==> config.mk <==
export PLATFORM = sky130hd
export DESIGN_NAME = fn_to_rec_fn_arbiter_flat
export DESIGN_NICKNAME = d
export VERILOG_FILES = /design/src/rtl/fn_to_rec_fn_arbiter_if.sv /design/src/rtl/fn_to_rec_fn_arbiter.sv /design/src/flat_wrapper.sv
export SDC_FILE = /design/constraint.sdc
export NUM_CORES = 1
export LEC_CHECK = 0
export BUFFER_PORTS_ARGS = -buffer_cell sky130_fd_sc_hd__buf_2
export CORE_UTILIZATION = 40
export CTS_CLUSTER_DIAMETER = 200
export DETAILED_ROUTE_END_ITERATION = 7
export PLACE_DENSITY_LB_ADDON = 0.15
export SETUP_SLACK_MARGIN = 0.15
export SYNTH_ARGS = -nofsm -noshare
export SYNTH_HDL_FRONTEND = slang
export SYNTH_HIERARCHICAL = 1
export SYNTH_SLANG_ARGS = --single-unit
==> constraint.sdc <==
create_clock -name clk -period 15.29 [get_ports clk]
set_input_delay 4.587 -clock clk [delete_from_list [all_inputs] [get_ports clk]]
set_output_delay 4.587 -clock clk [all_outputs]
set_load 0.01 [all_outputs]
==> src/rtl/fn_to_rec_fn_arbiter_if.sv <==
// Handshake bundle for fn_to_rec_fn_arbiter.
//   master : requester/consumer side (drives req_valid, req_data, resp_ready)
//   slave  : the arbiter (drives req_ready and the registered response)
// Ports carried:
//   req_valid/req_data/req_ready : per-requester operand handshake; slice i of
//                                  req_data is requester i's IEEE operand
//   resp_valid/resp_ready        : single downstream result handshake
//   resp_data/resp_id            : recoded result and the requester it came from
//   resp_is_zero/inf/nan         : class flags taken from the recoded exponent
interface fn_to_rec_fn_arbiter_if #(
    parameter int expWidth = 8,
    parameter int sigWidth = 24,
    parameter int NUM_REQ  = 4,
    parameter int ID_WIDTH = 2
);
    logic [NUM_REQ-1:0]                        req_valid;
    logic [NUM_REQ*(expWidth+sigWidth)-1:0]    req_data;
    logic [NUM_REQ-1:0]                        req_ready;
    logic                                      resp_valid;
    logic                                      resp_ready;
    logic [expWidth+sigWidth:0]                resp_data;
    logic [ID_WIDTH-1:0]                       resp_id;
    logic                                      resp_is_zero;
    logic                                      resp_is_inf;
    logic                                      resp_is_nan;

    modport master (
        output req_valid, req_data, resp_ready,
        input  req_ready, resp_valid, resp_data, resp_id,
               resp_is_zero, resp_is_inf, resp_is_nan
    );

    modport slave (
        input  req_valid, req_data, resp_ready,
        output req_ready, resp_valid, resp_data, resp_id,
               resp_is_zero, resp_is_inf, resp_is_nan
    );
endinterface

==> src/rtl/fn_to_rec_fn_arbiter.sv <==
// Round-robin shared IEEE -> recoded float converter.
//   fn_to_rec_fn         : combinational IEEE-to-recoded-format conversion
//   fn_to_rec_fn_arbiter : picks one valid requester per cycle (round robin),
//                          converts its operand and registers the result with
//                          the requester ID and class flags until consumed.
// Ports (fn_to_rec_fn_arbiter):
//   clk   : clock, rising edge
//   reset : synchronous, active-low
//   bus   : slave side of fn_to_rec_fn_arbiter_if (requests in, result out)

module fn_to_rec_fn #(
    parameter int expWidth = 8,
    parameter int sigWidth = 24
) (
    input  logic [expWidth+sigWidth-1:0] in_f,
    output logic [expWidth+sigWidth:0]   out_rec
);
    localparam int W      = expWidth + sigWidth;
    localparam int NORM_W = $clog2(sigWidth - 1);
    // 2^(expWidth-1): recoded exponent bias offset relative to the IEEE one
    localparam logic [expWidth:0] EXP_BIAS = {1'b0, 1'b1, {(expWidth-1){1'b0}}};

    logic                  sign;
    logic [expWidth-1:0]   exp_in;
    logic [sigWidth-2:0]   fract;
    logic                  is_zero_exp;
    logic                  is_zero_fract;
    logic                  is_zero;
    logic                  is_special;
    logic [NORM_W-1:0]     norm_dist;
    logic [sigWidth-2:0]   shifted;
    logic [sigWidth-2:0]   subnorm_fract;
    logic [expWidth:0]     adj_src;
    logic [expWidth:0]     adj_exp;
    logic [2:0]            exp_top;
    logic [expWidth-3:0]   exp_low;

    assign sign          = in_f[W-1];
    assign exp_in        = in_f[W-2 -: expWidth];
    assign fract         = in_f[sigWidth-2:0];
    assign is_zero_exp   = (exp_in == '0);
    assign is_zero_fract = (fract == '0);
    assign is_zero       = is_zero_exp && is_zero_fract;

    // Leading-zero count of the fraction; the highest set bit wins because
    // the loop runs upward and later assignments override earlier ones.
    always_comb begin
        norm_dist = '0;
        for (int i = 0; i < sigWidth - 1; i++) begin
            if (fract[i]) begin
                norm_dist = NORM_W'(sigWidth - 2 - i);
            end
        end
    end

    // Normalising shift drops the leading one, which becomes implicit.
    assign shifted       = fract << norm_dist;
    assign subnorm_fract = {shifted[sigWidth-3:0], 1'b0};

    // Subnormals take an exponent below the normal range: ~norm_dist + bias + 2.
    assign adj_src = is_zero_exp ? ~{{(expWidth+1-NORM_W){1'b0}}, norm_dist}
                                 : {1'b0, exp_in};
    assign adj_exp = adj_src + EXP_BIAS
                   + (is_zero_exp ? (expWidth+1)'(2) : (expWidth+1)'(1));

    assign is_special = (adj_exp[expWidth -: 2] == 2'b11);

    // Zero is emitted with a fully cleared exponent so a zero input gives an
    // all-zero recoded word (apart from the sign).
    assign exp_top = is_special ? {2'b11, !is_zero_fract}
                   : is_zero    ? 3'b000
                   : adj_exp[expWidth -: 3];
    assign exp_low = is_zero ? '0 : adj_exp[expWidth-3:0];

    assign out_rec = {sign, exp_top, exp_low, is_zero_exp ? subnorm_fract : fract};
endmodule

module fn_to_rec_fn_arbiter #(
    parameter int expWidth = 8,
    parameter int sigWidth = 24,
    parameter int NUM_REQ  = 4,
    parameter int ID_WIDTH = 2
) (
    input  logic                   clk,
    input  logic                   reset,
    fn_to_rec_fn_arbiter_if.slave  bus
);
    localparam int W = expWidth + sigWidth;

    logic [ID_WIDTH-1:0] ptr_reg, ptr_next;
    logic [ID_WIDTH-1:0] grant;
    logic                grant_found;
    logic                slot_free;
    logic                accept;
    logic [W-1:0]        sel_data;
    logic [W:0]          rec_data;

    logic                resp_valid_reg;
    logic [W:0]          resp_data_reg;
    logic [ID_WIDTH-1:0] resp_id_reg;
    logic                resp_is_zero_reg;
    logic                resp_is_inf_reg;
    logic                resp_is_nan_reg;

    // A new result may enter when the register is empty or being drained now.
    assign slot_free = !resp_valid_reg || bus.resp_ready;

    // Rotating priority search starting at the pointer.
    always_comb begin
        int idx;
        grant_found = 1'b0;
        grant       = '0;
        idx         = 0;
        for (int k = 0; k < NUM_REQ; k++) begin
            idx = int'(ptr_reg) + k;
            if (idx >= NUM_REQ) begin
                idx = idx - NUM_REQ;
            end
            if (!grant_found && bus.req_valid[idx]) begin
                grant_found = 1'b1;
                grant       = ID_WIDTH'(idx);
            end
        end
    end

    // The grant is by construction a valid requester, so accept needs no
    // extra req_valid term.
    assign accept = reset && grant_found && slot_free;

    generate
        for (genvar gi = 0; gi < NUM_REQ; gi++) begin : g_ready
            assign bus.req_ready[gi] = accept && (grant == ID_WIDTH'(gi));
        end
    endgenerate

    assign sel_data = bus.req_data[int'(grant)*W +: W];

    fn_to_rec_fn #(
        .expWidth (expWidth),
        .sigWidth (sigWidth)
    ) u_conv (
        .in_f    (sel_data),
        .out_rec (rec_data)
    );

    always_comb begin
        ptr_next = ptr_reg;
        if (accept) begin
            ptr_next = (grant == ID_WIDTH'(NUM_REQ - 1)) ? '0 : grant + 1'b1;
        end
    end

    always_ff @(posedge clk) begin
        if (!reset) begin
            ptr_reg          <= '0;
            resp_valid_reg   <= 1'b0;
            resp_data_reg    <= '0;
            resp_id_reg      <= '0;
            resp_is_zero_reg <= 1'b0;
            resp_is_inf_reg  <= 1'b0;
            resp_is_nan_reg  <= 1'b0;
        end else begin
            ptr_reg <= ptr_next;
            if (accept) begin
                resp_valid_reg   <= 1'b1;
                resp_data_reg    <= rec_data;
                resp_id_reg      <= grant;
                resp_is_zero_reg <= (rec_data[W-1 -: 3] == 3'b000);
                resp_is_inf_reg  <= (rec_data[W-1 -: 3] == 3'b110);
                resp_is_nan_reg  <= (rec_data[W-1 -: 3] == 3'b111);
            end else if (bus.resp_ready) begin
                resp_valid_reg <= 1'b0;
            end
        end
    end

    assign bus.resp_valid   = resp_valid_reg;
    assign bus.resp_data    = resp_data_reg;
    assign bus.resp_id      = resp_id_reg;
    assign bus.resp_is_zero = resp_is_zero_reg;
    assign bus.resp_is_inf  = resp_is_inf_reg;
    assign bus.resp_is_nan  = resp_is_nan_reg;
endmodule

==> src/flat_wrapper.sv <==
// flat-port wrapper written by rule: the top's interface ports become plain ports
module fn_to_rec_fn_arbiter_flat 
#(
    parameter int expWidth = 8,
    parameter int sigWidth = 24,
    parameter int NUM_REQ  = 4,
    parameter int ID_WIDTH = 2
)
  (clk, reset, bus_req_valid, bus_req_data, bus_resp_ready, bus_req_ready, bus_resp_valid, bus_resp_data, bus_resp_id, bus_resp_is_zero, bus_resp_is_inf, bus_resp_is_nan);
  fn_to_rec_fn_arbiter_if #(.expWidth(expWidth), .sigWidth(sigWidth), .NUM_REQ(NUM_REQ), .ID_WIDTH(ID_WIDTH)) bus_i ();
  input  logic clk;
  input  logic reset;
  input wire logic [$bits(bus_i.req_valid)-1:0] bus_req_valid;
  input wire logic [$bits(bus_i.req_data)-1:0] bus_req_data;
  input wire logic [$bits(bus_i.resp_ready)-1:0] bus_resp_ready;
  output wire logic [$bits(bus_i.req_ready)-1:0] bus_req_ready;
  output wire logic [$bits(bus_i.resp_valid)-1:0] bus_resp_valid;
  output wire logic [$bits(bus_i.resp_data)-1:0] bus_resp_data;
  output wire logic [$bits(bus_i.resp_id)-1:0] bus_resp_id;
  output wire logic [$bits(bus_i.resp_is_zero)-1:0] bus_resp_is_zero;
  output wire logic [$bits(bus_i.resp_is_inf)-1:0] bus_resp_is_inf;
  output wire logic [$bits(bus_i.resp_is_nan)-1:0] bus_resp_is_nan;
  assign bus_i.req_valid = bus_req_valid;
  assign bus_i.req_data = bus_req_data;
  assign bus_i.resp_ready = bus_resp_ready;
  assign bus_req_ready = bus_i.req_ready;
  assign bus_resp_valid = bus_i.resp_valid;
  assign bus_resp_data = bus_i.resp_data;
  assign bus_resp_id = bus_i.resp_id;
  assign bus_resp_is_zero = bus_i.resp_is_zero;
  assign bus_resp_is_inf = bus_i.resp_is_inf;
  assign bus_resp_is_nan = bus_i.resp_is_nan;
  fn_to_rec_fn_arbiter #(.expWidth(expWidth), .sigWidth(sigWidth), .NUM_REQ(NUM_REQ), .ID_WIDTH(ID_WIDTH)) u_core (.clk(clk), .reset(reset), .bus(bus_i));
endmodule
## Word-level counts from Yosys, hierarchy flattened

Index checks and enable logic that the tools add are counted.

| storage, ports and cells | value |
|---|---|
| register bits after elaboration | 41 |
| input bits | 135 |
| output and inout port bits | 43 |

| operators by class | value |
|---|---|
| add/sub/neg operators | 10 |
| $lt $le $gt $ge | 8 |
| equality and inequality tests | 6 |
| shifts and indexed selects | 2 |
| multiplexer cells | 56 |
| bitwise logic cells | 1 |
| reductions and logical operators | 21 |

Operators with widths:

| operator | number |
|---|---|
| $lt A32 B4 Y1 const B | 4 |
| $mux W32 | 4 |
| $shiftx A128 B8 Y32 | 1 |
| $mux W5 | 23 |
| $ge A32 B4 Y1 const B | 3 |
| $sub A32 B4 Y32 const B | 3 |
| $logic_not A23 Y1 | 1 |
| $mux W23 | 1 |
| $shl A23 B5 Y22 | 1 |
| $mux W1 | 14 |
| $mux W2 | 6 |
| $logic_and A1 B1 Y1 | 10 |
| $add A9 B2 Y9 | 1 |
| $add A9 B8 Y9 const B | 1 |
| $mux W9 | 1 |
| $not A5 Y9 | 1 |
| $bmux W1 S2 | 4 |
| $logic_not A8 Y1 | 1 |
| $add A2 B2 Y3 const B | 2 |
| $eq A2 B2 Y1 const B | 3 |
| $eq A3 B3 Y1 const B | 2 |
| $mux W3 | 2 |
| $mux W6 | 1 |
| $logic_not A1 Y1 | 5 |
| 9 further kinds | 9 |

## Longest topological paths before layout

| depth | value |
|---|---|
| depth in word-level cells | 46 |
| mapped depth | 23 |

## By module

The synthesis kept the hierarchy.

By module, submodules not included:

| module | times used | cells an instance | area each (sq um) | seq. area each (sq um) |
|---|---|---|---|---|
| fn_to_rec_fn_arbiter | 1 | 378 | 2488.6 | 820.8 |
| fn_to_rec_fn | 1 | 289 | 1881.8 | 0.0 |

## Worst setup path before layout

OpenSTA, ideal clock, no wires.

| timing path | value |
|---|---|
| kind | in2out |
| from | in bus_req_valid[3] |
| to | out bus_req_ready[1] |
| data arrival time | 5.792 ns |
| data required time | 10.703 ns |
| slack | 4.911 ns |
| cell stages on the path | 7 |
| path buffers | 1 |
| cells stage by stage | or2_1 nor4bb_2 a31oi_2 inv_2 buf_2 ha_1 and2_1 |

| on the way | value |
|---|---|
| longest elaborated chain between the ends | 16 |
| elaborated cells on any way between the ends | 30 |
| those cells by class | eq/ne: 1; mux: 20; reduce/logical: 9 |

RTL lines:

| what | line | text |
|---|---|---|
| start, declared | flat_wrapper.sv:13 | `input wire logic [$bits(bus_i.req_valid)-1:0] bus_req_valid;` |
| $bmux W1 S2 | fn_to_rec_fn_arbiter.sv:119 | `if (!grant_found && bus.req_valid[idx]) begin` |
| $mux W1 (implied by the code) (2 in a row) | fn_to_rec_fn_arbiter.sv:119 |  |
| $mux W1 | fn_to_rec_fn_arbiter.sv:119 |  |
| $logic_not A1 Y1 | fn_to_rec_fn_arbiter.sv:119 |  |
| $logic_and A1 B1 Y1 | fn_to_rec_fn_arbiter.sv:119 |  |
| $mux W1 | fn_to_rec_fn_arbiter.sv:119 |  |
| $logic_not A1 Y1 | fn_to_rec_fn_arbiter.sv:119 |  |
| $logic_and A1 B1 Y1 | fn_to_rec_fn_arbiter.sv:119 |  |
| $mux W1 | fn_to_rec_fn_arbiter.sv:119 |  |
| $logic_not A1 Y1 | fn_to_rec_fn_arbiter.sv:119 |  |
| $logic_and A1 B1 Y1 | fn_to_rec_fn_arbiter.sv:119 |  |
| $mux W1 | fn_to_rec_fn_arbiter.sv:119 |  |
| $logic_and A1 B1 Y1 (2 in a row) | fn_to_rec_fn_arbiter.sv:128 | `assign accept = reset && grant_found && slot_free;` |
| $logic_and A1 B1 Y1 (*) | fn_to_rec_fn_arbiter.sv:132 | `assign bus.req_ready[gi] = accept && (grant == ID_WIDTH'(gi));` |
| end, declared | flat_wrapper.sv:16 | `output wire logic [$bits(bus_i.req_ready)-1:0] bus_req_ready;` |

Mark *: on every way between the ends. The rest lies on a longest branch, timed or not. The select of a mux whose other input is x is not followed.

## Worst setup path after layout

Ends and elaborated chain as after synthesis.

==> summary.txt <==
Yosys
  – Synth warn: 6
  – EDFF count, synth: 0
  – Top post-synthesis cells by area: dfxtp_1 (19%), nand2_1 (17%), a32oi_1 (7.0%)
  – Yosys reg bits: between 40 and 50
  – Synth cell types: 75
  – Leading area contributor after synthesis: dfxtp_1
  – Yosys top cell area share: 0.188
  – Synth Instances: about 670
  – Primary FF master, synth: dfxtp_1
  – Avg Cell Area, Syn: 6.55 um2
  – Mapped cell area: 4370 um2
  – Async SR Flop Fraction: 0
  – Seq/Total Area, Yosys: 0.188
  – Syn_nets: 804

Die
  – Boundary Pins: 178
  – Starting density of the core: 0.418
  – Die width: 107 um
  – Row count: 37
  – Core area: 10500 um2
  – Die area: 11300 um2
  – Die height: 107 um

Setup path
  – CP peak stage delay: a little under 0.6 ns
  – Max Fanout on Critical Path: 68
  – Crit path launch type: primary input
  – Critical path arrival: 7.10 ns
  – Crit path cell chain: buf_2, or2_1, nor4bb_2, a31oi_4, buf_4, inv_2, ha_1, and2_1, buf_2
  – CP Class: primary input to primary output
  – Critical Path RT: 10.70 ns
  – Crit-path most repeated cell: buf_2
  – Crit end category: primary output
  – CP max-delay cell: inv_2

Route
  – Antenna viol nets, final: 0
  – DRC Markers: 0
  – DRT iter0 DRCs: 621
  – Avg Vias per Cell: 5.98
  – WL per Instance: 18.0 um
  – Vias: 5624
  – Final WL: 16900 um
  – Initial DRT Pass Iterations: 5

Timing
  – Final Max Slew Viols: 0
  – RSZ-0062 raised after global routing: false
  – Final setup viols: 0
  – Clock Skews: 0.00705 ns
  – Setup tns final: 0 ns
  – Least-Margin Pin Slew: 1.16 ns
  – Final period util: 0.765
  – Fin crit period: about 12 ns
  – Fin. Hold Viols: 0
  – F_max: 85.5 MHz
  – Slew headroom: 0.226

Power
  – Leak pwr: 2.50 nW
  – Peak VDD IR: approximately 0.07 mV
  – Pwr per Cell Area: around 110 nW/um2

CTS
  – CTS root buf: clkbuf_8
  – Clock H-tree levels: 2
  – CTS tree: built
  – Clk buf depth: 2
  – # hold bufs at CTS: 0
  – Clk sinks: between 40 and 50
  – Postcts setup bufs: 0
  – # resized after CTS: 0
  – Cts bufs inserted: 5
  – Clock-pin slew on the worst setup and hold paths: 0.08 ns
  – Clock Latency Late Sink: 0.29 ns

GRT
  – Global-route wire length before repair: between 20000 and 30000 um
  – Vias in the first global route: 5253
  – Initial antenna violation count: 1
  – Largest net degree at the start of global routing: 69
  – Total gr overflow: 0
  – Total track usage: 0.288

Place
  – Placed cell count: 931
  – Final Wtd Congestion: 0.973
  – Post-DP HPWL: approximately 13000 um
  – Port Buf Inserts: 177

Run
  – MaxCap Viol Count: 0

Layout
  – Layout area overhead: 20.8%
  – Most frequent cells in the layout: nand2_1 (200), buf_2 (177), a21oi_1 (61), dfxtp_1 (41)
  – Leading cell type in the layout, fill and taps excluded: nand2_1
  – Fillers: 1116
  – Max reg flops: 33
  – Nets: 939
  – Fin cells: 940
  – Share of post-route cells with drive strength above 1: 0.275

Hold path
  – Hold crit path type: register to register

Run status
  – Status: finished, final reports clean
## critical path: cells and delay by family
kind / cells / cell delay [ns]
buffers and inverters: 4 / 1.36
AND/OR/NAND/NOR: 3 / 0.58
AO/OA/AOI/OAI: 1 / 0.14
adder cells (fa/ha/maj): 1 / 0.39
## layout make-up
| cell class | instances | area, um2 | area share |
|---|---|---|---|
| diodes | 1 | 2.50 | 0.000474 |
| clock buffers | 5 | 68.8 | 0.0130 |
| clock inverters | 3 | 17.5 | 0.00332 |
| inverters | 9 | 33.8 | 0.00640 |
| multi-input cells | 561 | 3230 | 0.611 |
| flip-flops and latches | 41 | 821 | 0.155 |
| well taps | 136 | 170 | 0.0322 |
| repair buffers | 184 | 938 | 0.178 |
## kinds of logic after synthesis
kind of cell    share of synthesized area
fa+ha+maj                         0.00572
mux                                0.0527
compound gates                      0.310
simple gates                        0.360
xor+xnor                          0.00802
flops                               0.188
buf+inv                            0.0759
## layer usage
| metal | share of wire | vias up | GRT usage |
|---|---|---|---|
| met5 | 0 | - | 0 |
| met4 | 0.024 | 0 | 0.0841 |
| met3 | 0.090 | 32 | 0.0515 |
| met2 | 0.48 | 311 | 0.506 |
| met1 | 0.40 | 2595 | 0.357 |
| li1 | - | 2686 | - |
## worst paths after layout
| path | start | end | slack [ns] | depth (start not counted) |
|---|---|---|---|---|
| max | bus_req_valid[3] | bus_req_ready[1] | 3.60 | 9 |
| min | u_core/bus.resp_data[4]$_SDFFE_PN0P_ | u_core/bus.resp_data[4]$_SDFFE_PN0P_ | 0.45 | 2 |
| max reg2reg | u_core/ptr_reg[0]$_SDFFE_PN0P_ | u_core/bus.resp_is_zero$_SDFFE_PN0P_ | 9.29 | 18 |
| min reg2reg | u_core/bus.resp_data[4]$_SDFFE_PN0P_ | u_core/bus.resp_data[4]$_SDFFE_PN0P_ | 0.45 | 2 |
## through the flow
stage,power (mW),hold slack [ns],area (um2),setup WS (ns),utilization
after floorplan,0.414,0.466,4370,4.91,-
after global placement,0.518,0.443,5190,3.69,0.496
after detailed placement,0.520,0.446,5190,3.63,0.496
after CTS,0.589,0.457,5280,3.63,0.504
after global routing,0.639,0.471,5280,3.40,0.505
final,0.598,0.455,5280,3.60,0.505
## synth_stat cells, drive strengths merged (3+ instances only)
cell,count
a2111oi,4
or2,4
nor2,42
nand4,3
a221o,5
a22oi,5
buf,30
o21ai,22
a211oi,7
nor2b,6
and2,4
inv,9
a21o,6
xnor2,3
a32oi,35
o21a,5
o22ai,3
mux2,8
or4,5
nand2b,7
and3,4
dfxtp,41
nand3,41
a31oi,4
a21oi,61
nor4,6
nor3,18
nand2,200
a22o,6
clkbuf,26
or3,3
mux2i,14
o221a,3
## power by group
group | total (mW) | internal [mW] | switching [mW]
logic | 0.393 | 0.139 | 0.254
registers | 0.136 | 0.125 | 0.0107
clock network | 0.0692 | 0.0315 | 0.0376
(Power assumes the default switching activity.)
